File: src/rtl/instr_issue_queue_if.sv
// ---------------------------------------------------------------------------
// instr_issue_queue_if
// Bundles the host push channel, the controller issue channel and the status
// outputs of the instruction issue queue.
//   in_valid / in_ready / in_instr : host push handshake (instr = {opcode, addr})
//   ctrl_idle                      : controller reports its Start state
//   s_update / instruction         : one-cycle issue strobe and issued word
//   level / busy                   : FIFO occupancy and activity flag
//   illegal / illegal_cnt          : discard pulse and saturating discard count
// Modports: master = host/controller side, slave = the queue.
// ---------------------------------------------------------------------------
interface instr_issue_queue_if #(
    parameter int K     = 8,
    parameter int DEPTH = 8
);
    localparam int IW = 3 + $clog2(K);
    localparam int LW = $clog2(DEPTH) + 1;

    logic          in_valid;
    logic          in_ready;
    logic [IW-1:0] in_instr;
    logic          ctrl_idle;
    logic          s_update;
    logic [IW-1:0] instruction;
    logic [LW-1:0] level;
    logic          busy;
    logic          illegal;
    logic [7:0]    illegal_cnt;

    modport master (
        output in_valid, in_instr, ctrl_idle,
        input  in_ready, s_update, instruction, level, busy, illegal, illegal_cnt
    );

    modport slave (
        input  in_valid, in_instr, ctrl_idle,
        output in_ready, s_update, instruction, level, busy, illegal, illegal_cnt
    );
endinterface

File: src/rtl/instr_issue_queue.sv
// ---------------------------------------------------------------------------
// instr_issue_queue
// Instruction front-end for the TPU controller. Host instructions are
// buffered in a DEPTH-entry FIFO and handed to the controller one at a time,
// only while the controller is idle. Opcodes 5..7 are discarded at the head
// of the queue, with a one-cycle pulse and a saturating 8-bit count.
// Ports:
//   clk   : clock, all state on rising edge
//   rst   : asynchronous active-high reset
//   q_if  : instr_issue_queue_if.slave (host push, controller issue, status)
// ---------------------------------------------------------------------------
module instr_issue_queue #(
    parameter int N     = 4,
    parameter int K     = 8,
    parameter int DEPTH = 8
) (
    input  logic                 clk,
    input  logic                 rst,
    instr_issue_queue_if.slave   q_if
);
    localparam int IW = 3 + $clog2(K);
    localparam int AW = $clog2(DEPTH);
    // N has no effect on the queue; this constant-true term only keeps the
    // parameter attached to the logic.
    localparam bit N_VALID = (N > 0);

    typedef enum logic [1:0] {
        S_IDLE,
        S_ISSUE,
        S_WAIT_ACK,
        S_WAIT_DONE
    } state_t;

    state_t        state_q, state_d;
    logic [AW:0]   wptr_q, wptr_d;
    logic [AW:0]   rptr_q, rptr_d;
    logic [IW-1:0] mem_q [DEPTH];
    logic [IW-1:0] instr_q, instr_d;
    logic          supd_q, supd_d;
    logic          ill_q, ill_d;
    logic [7:0]    cnt_q, cnt_d;

    logic          full;
    logic          empty;
    logic          push;
    logic          pop;
    logic [IW-1:0] head;
    logic          head_illegal;

    // Pointers carry one extra wrap bit: equal index with differing wrap bit
    // means full, identical pointers mean empty.
    always_comb begin
        full         = (wptr_q[AW-1:0] == rptr_q[AW-1:0]) && (wptr_q[AW] != rptr_q[AW]);
        empty        = (wptr_q == rptr_q);
        head         = mem_q[rptr_q[AW-1:0]];
        head_illegal = (head[IW-1 -: 3] > 3'd4);
        push         = q_if.in_valid && !full;
    end

    always_comb begin
        state_d = state_q;
        pop     = 1'b0;
        instr_d = '0;
        supd_d  = 1'b0;
        ill_d   = 1'b0;
        cnt_d   = cnt_q;
        case (state_q)
            S_IDLE: begin
                if (!empty) begin
                    if (head_illegal) begin
                        // Discard regardless of controller state.
                        pop   = 1'b1;
                        ill_d = 1'b1;
                        if (cnt_q != 8'hFF) begin
                            cnt_d = cnt_q + 8'd1;
                        end
                    end else if (q_if.ctrl_idle) begin
                        state_d = S_ISSUE;
                        supd_d  = 1'b1;
                        instr_d = head;
                    end
                end
            end
            S_ISSUE: begin
                // The head stays in the FIFO while the strobe is out and
                // leaves on the edge that ends the strobe.
                pop     = 1'b1;
                state_d = S_WAIT_ACK;
            end
            S_WAIT_ACK: begin
                if (!q_if.ctrl_idle) begin
                    state_d = S_WAIT_DONE;
                end
            end
            S_WAIT_DONE: begin
                if (q_if.ctrl_idle) begin
                    state_d = S_IDLE;
                end
            end
            default: state_d = S_IDLE;
        endcase
        wptr_d = push ? (wptr_q + 1'b1) : wptr_q;
        rptr_d = pop  ? (rptr_q + 1'b1) : rptr_q;
    end

    always_ff @(posedge clk or posedge rst) begin
        if (rst) begin
            state_q <= S_IDLE;
            wptr_q  <= '0;
            rptr_q  <= '0;
            instr_q <= '0;
            supd_q  <= 1'b0;
            ill_q   <= 1'b0;
            cnt_q   <= '0;
        end else begin
            state_q <= state_d;
            wptr_q  <= wptr_d;
            rptr_q  <= rptr_d;
            instr_q <= instr_d;
            supd_q  <= supd_d;
            ill_q   <= ill_d;
            cnt_q   <= cnt_d;
        end
    end

    // Storage needs no reset; only pointer-covered entries are ever read.
    always_ff @(posedge clk) begin
        if (push) begin
            mem_q[wptr_q[AW-1:0]] <= q_if.in_instr;
        end
    end

    assign q_if.in_ready    = !full;
    assign q_if.level       = wptr_q - rptr_q;
    assign q_if.busy        = N_VALID && ((state_q != S_IDLE) || !empty);
    assign q_if.s_update    = supd_q;
    assign q_if.instruction = instr_q;
    assign q_if.illegal     = ill_q;
    assign q_if.illegal_cnt = cnt_q;
endmodule

File: src/flat_wrapper.sv
// flat-port wrapper written by rule: the top's interface ports become plain ports
module instr_issue_queue_flat 
#(
    parameter int N     = 4,
    parameter int K     = 8,
    parameter int DEPTH = 8
)
  (clk, rst, q_if_in_valid, q_if_in_instr, q_if_ctrl_idle, q_if_in_ready, q_if_s_update, q_if_instruction, q_if_level, q_if_busy, q_if_illegal, q_if_illegal_cnt);
  instr_issue_queue_if #(.K(K), .DEPTH(DEPTH)) q_if_i ();
  input  logic clk;
  input  logic rst;
  input wire logic [$bits(q_if_i.in_valid)-1:0] q_if_in_valid;
  input wire logic [$bits(q_if_i.in_instr)-1:0] q_if_in_instr;
  input wire logic [$bits(q_if_i.ctrl_idle)-1:0] q_if_ctrl_idle;
  output wire logic [$bits(q_if_i.in_ready)-1:0] q_if_in_ready;
  output wire logic [$bits(q_if_i.s_update)-1:0] q_if_s_update;
  output wire logic [$bits(q_if_i.instruction)-1:0] q_if_instruction;
  output wire logic [$bits(q_if_i.level)-1:0] q_if_level;
  output wire logic [$bits(q_if_i.busy)-1:0] q_if_busy;
  output wire logic [$bits(q_if_i.illegal)-1:0] q_if_illegal;
  output wire logic [$bits(q_if_i.illegal_cnt)-1:0] q_if_illegal_cnt;
  assign q_if_i.in_valid = q_if_in_valid;
  assign q_if_i.in_instr = q_if_in_instr;
  assign q_if_i.ctrl_idle = q_if_ctrl_idle;
  assign q_if_in_ready = q_if_i.in_ready;
  assign q_if_s_update = q_if_i.s_update;
  assign q_if_instruction = q_if_i.instruction;
  assign q_if_level = q_if_i.level;
  assign q_if_busy = q_if_i.busy;
  assign q_if_illegal = q_if_i.illegal;
  assign q_if_illegal_cnt = q_if_i.illegal_cnt;
  instr_issue_queue #(.N(N), .K(K), .DEPTH(DEPTH)) u_core (.clk(clk), .rst(rst), .q_if(q_if_i));
endmodule
File: config.mk
export PLATFORM = sky130hd
export DESIGN_NAME = instr_issue_queue_flat
export DESIGN_NICKNAME = d
export VERILOG_FILES = /design/src/rtl/instr_issue_queue_if.sv /design/src/rtl/instr_issue_queue.sv /design/src/flat_wrapper.sv
export SDC_FILE = /design/constraint.sdc
export NUM_CORES = 1
export LEC_CHECK = 0
export ABC_CLOCK_PERIOD_IN_PS = 3080
export BUFFER_PORTS_ARGS = -buffer_cell sky130_fd_sc_hd__buf_4
export CAP_MARGIN = 30
export CELL_PAD_IN_SITES_DETAIL_PLACEMENT = 1
export CELL_PAD_IN_SITES_GLOBAL_PLACEMENT = 1
export CORE_UTILIZATION = 49
export CTS_CLUSTER_SIZE = 10
export DETAILED_ROUTE_END_ITERATION = 8
export HOLD_SLACK_MARGIN = 0.08
export PLACE_DENSITY_LB_ADDON = 0.1
export SLEW_MARGIN = 20
export SYNTH_ARGS = -nofsm -noshare
export SYNTH_HDL_FRONTEND = slang
export SYNTH_SLANG_ARGS = --single-unit
File: constraint.sdc
create_clock -name clk -period 3.08 [get_ports clk]
set_clock_uncertainty 0.15 [all_clocks]
set_input_delay 0.154 -clock clk [delete_from_list [all_inputs] [get_ports clk]]
set_output_delay 0.154 -clock clk [all_outputs]
set_load 0.01 [all_outputs]
==> flow_metrics.py <==
metrics = {
    "synthesis": {
        "synth_cell_types": 37,
        "synth_fp_nets": 228,
        "synthCells": 207,
        "synth_edf_count": 48,
        "syn_area_mm2": 0.003176,
        "syn_area_per_cell_um2": 15.34,
        "ys.flop_type": "edfxtp_1",
        "ys_async_sr_fraction_pct": 35.14,
        "ys_seq_area_share_pct": 65.88,
        "ys_ff_latch": 74,
        "yosysWarnings": 0,
    },
    "setup_path": {
        "crit_fanout": 11,
        "r2r_end": "u_core.q_if.instruction[1]",
        "worst-r2r-cell-count": 5,
        "crit_type": "reg -> reg",
        "crit_required_ns": 3.20,
        "cp-end-kind": "register",
        "crit-reg2reg-launch": "u_core.rptr_q[0]",
        "rrSetupSlack_ns": 0.29,
        "cp.arrival_ns": 2.91,
        "startpoint_type": "register",
    },
    "route": {
        "drc": 0,
        "vias_per_cell": 5.537,
        "first_pass_iters": 4,
        "post_drt_wl_per_cell_um": 21.81,
        "drt-total-wl_um": 7394,
        "drt_iter0_drc": 146,
        "vias": 1877,
        "ant_nets": 0,
    },
    "sta": {
        "hold_violations": 0,
        "period_share_pct": 90.74,
        "slew_violations": 0,
        "setup_viol": 0,
        "layout_setup_ws_ns": 0.2854,
        "finalCriticalPeriod_ns": 2.795,
        "tns_ns": 0,
        "max_slew_margin_pct": 59.92,
        "max_freq_mhz": 357.8,
        "tightest_slew_ns": 0.5976,
        "rsz0062_at_grt": "no",
    },
    "layout": {
        "layout_commonest_cell": "edfxtp_1",
        "nFillCells": 595,
        "regArea_mm2": 0.002092,
        "final_cell_mix": "edfxtp_1, buf_4, dfrtp_1, nand2_1",
        "fin_nets": 281,
        "multi_input_area_um2": 972.2,
        "diodes": 0,
        "design_area_mm2": 0.003845,
        "syn2layout_area_growth_pct": 21.08,
        "drive_gt1_share_pct": 27.65,
    },
    "cts": {
        "cts-root-buf": "clkbuf_8",
        "cts_tree": "built",
        "cts_resized": 0,
        "insertion_delay_ns": 0.34,
        "cts_made_buffers": 9,
        "cts.sinks": 74,
        "cts.clk_slew.worst_paths_ns": 0.08,
        "cts_buffer_depth": 2,
        "h-tree-depth": 3,
    },
    "floorplan": {
        "pin_count": 32,
        "die_w_um": 82.50,
        "rows": 28,
        "die_h_um": 82.50,
        "core_mm2": 0.006096,
        "die_area_mm2": 0.006806,
        "initial_core_util_pct": 52.09,
    },
    "power_and_ir_drop": {
        "power_density_mw_per_mm2": 1043,
        "power_leakage_uw": 0.001555,
        "vdd_ir_drop_max_v": 0.0005556,
    },
    "placed_design": {
        "dp_hpwl_um": 5106,
        "gp_congestion": 0.7785,
        "pre_cts_ws_ns": 0.3007,
        "dpl_cell_area_mm2": 0.003518,
        "port_buffers": 31,
    },
    "global_route": {
        "grt_overflow_total": 0,
        "grt_first_pass_wirelength_um": 11160,
        "antenna_found_initial": 0,
        "grt_pass1_vias": 2010,
        "grt_max_degree": 27,
        "grt_use_total_pct": 24.55,
    },
    "worst_hold_path": {
        "hold_class": "in -> async",
    },
    "outcome": {
        "outcome": "finished, final reports clean",
    },
    "flow_run": {
        "max-cap-violations": 0,
    },
}
routing by layer:
layer	GRT usage, %	share of wire, %
met4	13.10	1.9
met3	4.066	3.4
met5	0	0
met2	40.99	53
met1	30.70	42
power by group:
| group | leakage (uW) | internal [uW] | switching (uW) |
|---|---|---|---|
| combinational | 0.000669 | 759 | 876 |
| clock | 0.000116 | 534 | 356 |
| sequential | 0.000769 | 1290 | 194 |
synthesized netlist by cell type (all sizes together), types with 2 or more instances:
| master | number | area (um^2) |
|---|---|---|
| a21oi | 5 | 28.78 |
| and3 | 4 | 25.02 |
| buf | 4 | 47.54 |
| clkbuf | 3 | 11.26 |
| dfrtp | 26 | 650.6 |
| edfxtp | 48 | 1441 |
| ha | 10 | 125.1 |
| inv | 14 | 52.55 |
| mux2 | 2 | 22.52 |
| mux2i | 4 | 56.30 |
| mux4 | 12 | 270.3 |
| nand2 | 16 | 60.06 |
| nand2b | 2 | 12.51 |
| nand3 | 9 | 45.04 |
| nand4 | 2 | 12.51 |
| nor2 | 14 | 52.55 |
| nor3 | 2 | 10.01 |
| o21ai | 4 | 20.01 |
| xnor2 | 14 | 122.6 |
| xor2 | 2 | 17.52 |
metrics by stage:
| stage | total power, uW | utilization [%] | std cells | hold slack, ns |
|---|---|---|---|---|
| 6_report | 4009 | 63.07 | 339 | 0.1075 |
| 5_1_grt | 4256 | 63.07 | 339 | 0.1280 |
| 4_1_cts | 4042 | 62.66 | 338 | 0.1237 |
| 3_5_place_dp | 3120 | 57.72 | 316 | 0.2422 |
| 3_3_place_gp | 2984 | 57.72 | 316 | 0.2359 |
| 2_1_floorplan | 2552 | - | 207 | 0.04402 |
registers in the layout, summed over array words and instances, names as in the netlist:
| signal | flops |
|---|---|
| u_core.mem_q | 48 |
| u_core.q_if.illegal_cnt | 8 |
| u_core.q_if.instruction | 6 |
| u_core.rptr_q | 4 |
| u_core.wptr_q | 4 |
| u_core.state_q | 2 |
| u_core.q_if.illegal | 1 |
| u_core.q_if.s_update | 1 |
critical path, cell delays in order (launching register included):
cell and delay, ns:
dfrtp_1 0.73, mux4_2 0.57, mux2i_1 0.33, a21oi_2 0.23
or3_1 0.52, a21oi_1 0.19
logic make-up after synthesis:
group                    Yosys count  synth area share (%)
AO/OA/AOI/OAI                     15                 3.073
XOR/XNOR                          16                 4.413
adder cells (fa/ha/maj)           11                 4.571
buffers and inverters             21                 3.506
flip-flops                        74                 65.88
multiplexers                      18                 10.99
AND/OR/NAND/NOR                   52                 7.565
how the worst max path moves through the flow:
stage / startpoint / end / slack, ns / depth (start not counted)
3_3_place_gp: u_core.rptr_q[0] / u_core.q_if.instruction[0] / 0.48 / 5
4_1_cts: u_core.rptr_q[0] / u_core.q_if.instruction[2] / 0.29 / 5
3_5_place_dp: u_core.rptr_q[0] / u_core.q_if.instruction[2] / 0.30 / 5
2_1_floorplan: u_core.rptr_q[1] / u_core.mem_q[0][0] / 0.26 / 9
5_1_grt: u_core.rptr_q[0] / u_core.q_if.instruction[2] / 0.08 / 5
6_report: u_core.rptr_q[0] / u_core.q_if.instruction[1] / 0.29 / 5
layout make-up:
| type | count | area share, % |
|---|---|---|
| flip-flops and latches | 74 | 54.41 |
| multi-input cells | 112 | 25.28 |
| repair buffers | 49 | 10.48 |
| clock buffers | 10 | 3.319 |
| clock inverters | 5 | 2.701 |
| well taps | 75 | 2.441 |
| inverters | 14 | 1.367 |
repair_timing:
action | in CTS | in global routing
hold buffers | 7 | 0
hold endpoints to repair | 74 | 0
setup buffers | 0 | 0
(Power assumes the default switching activity.)
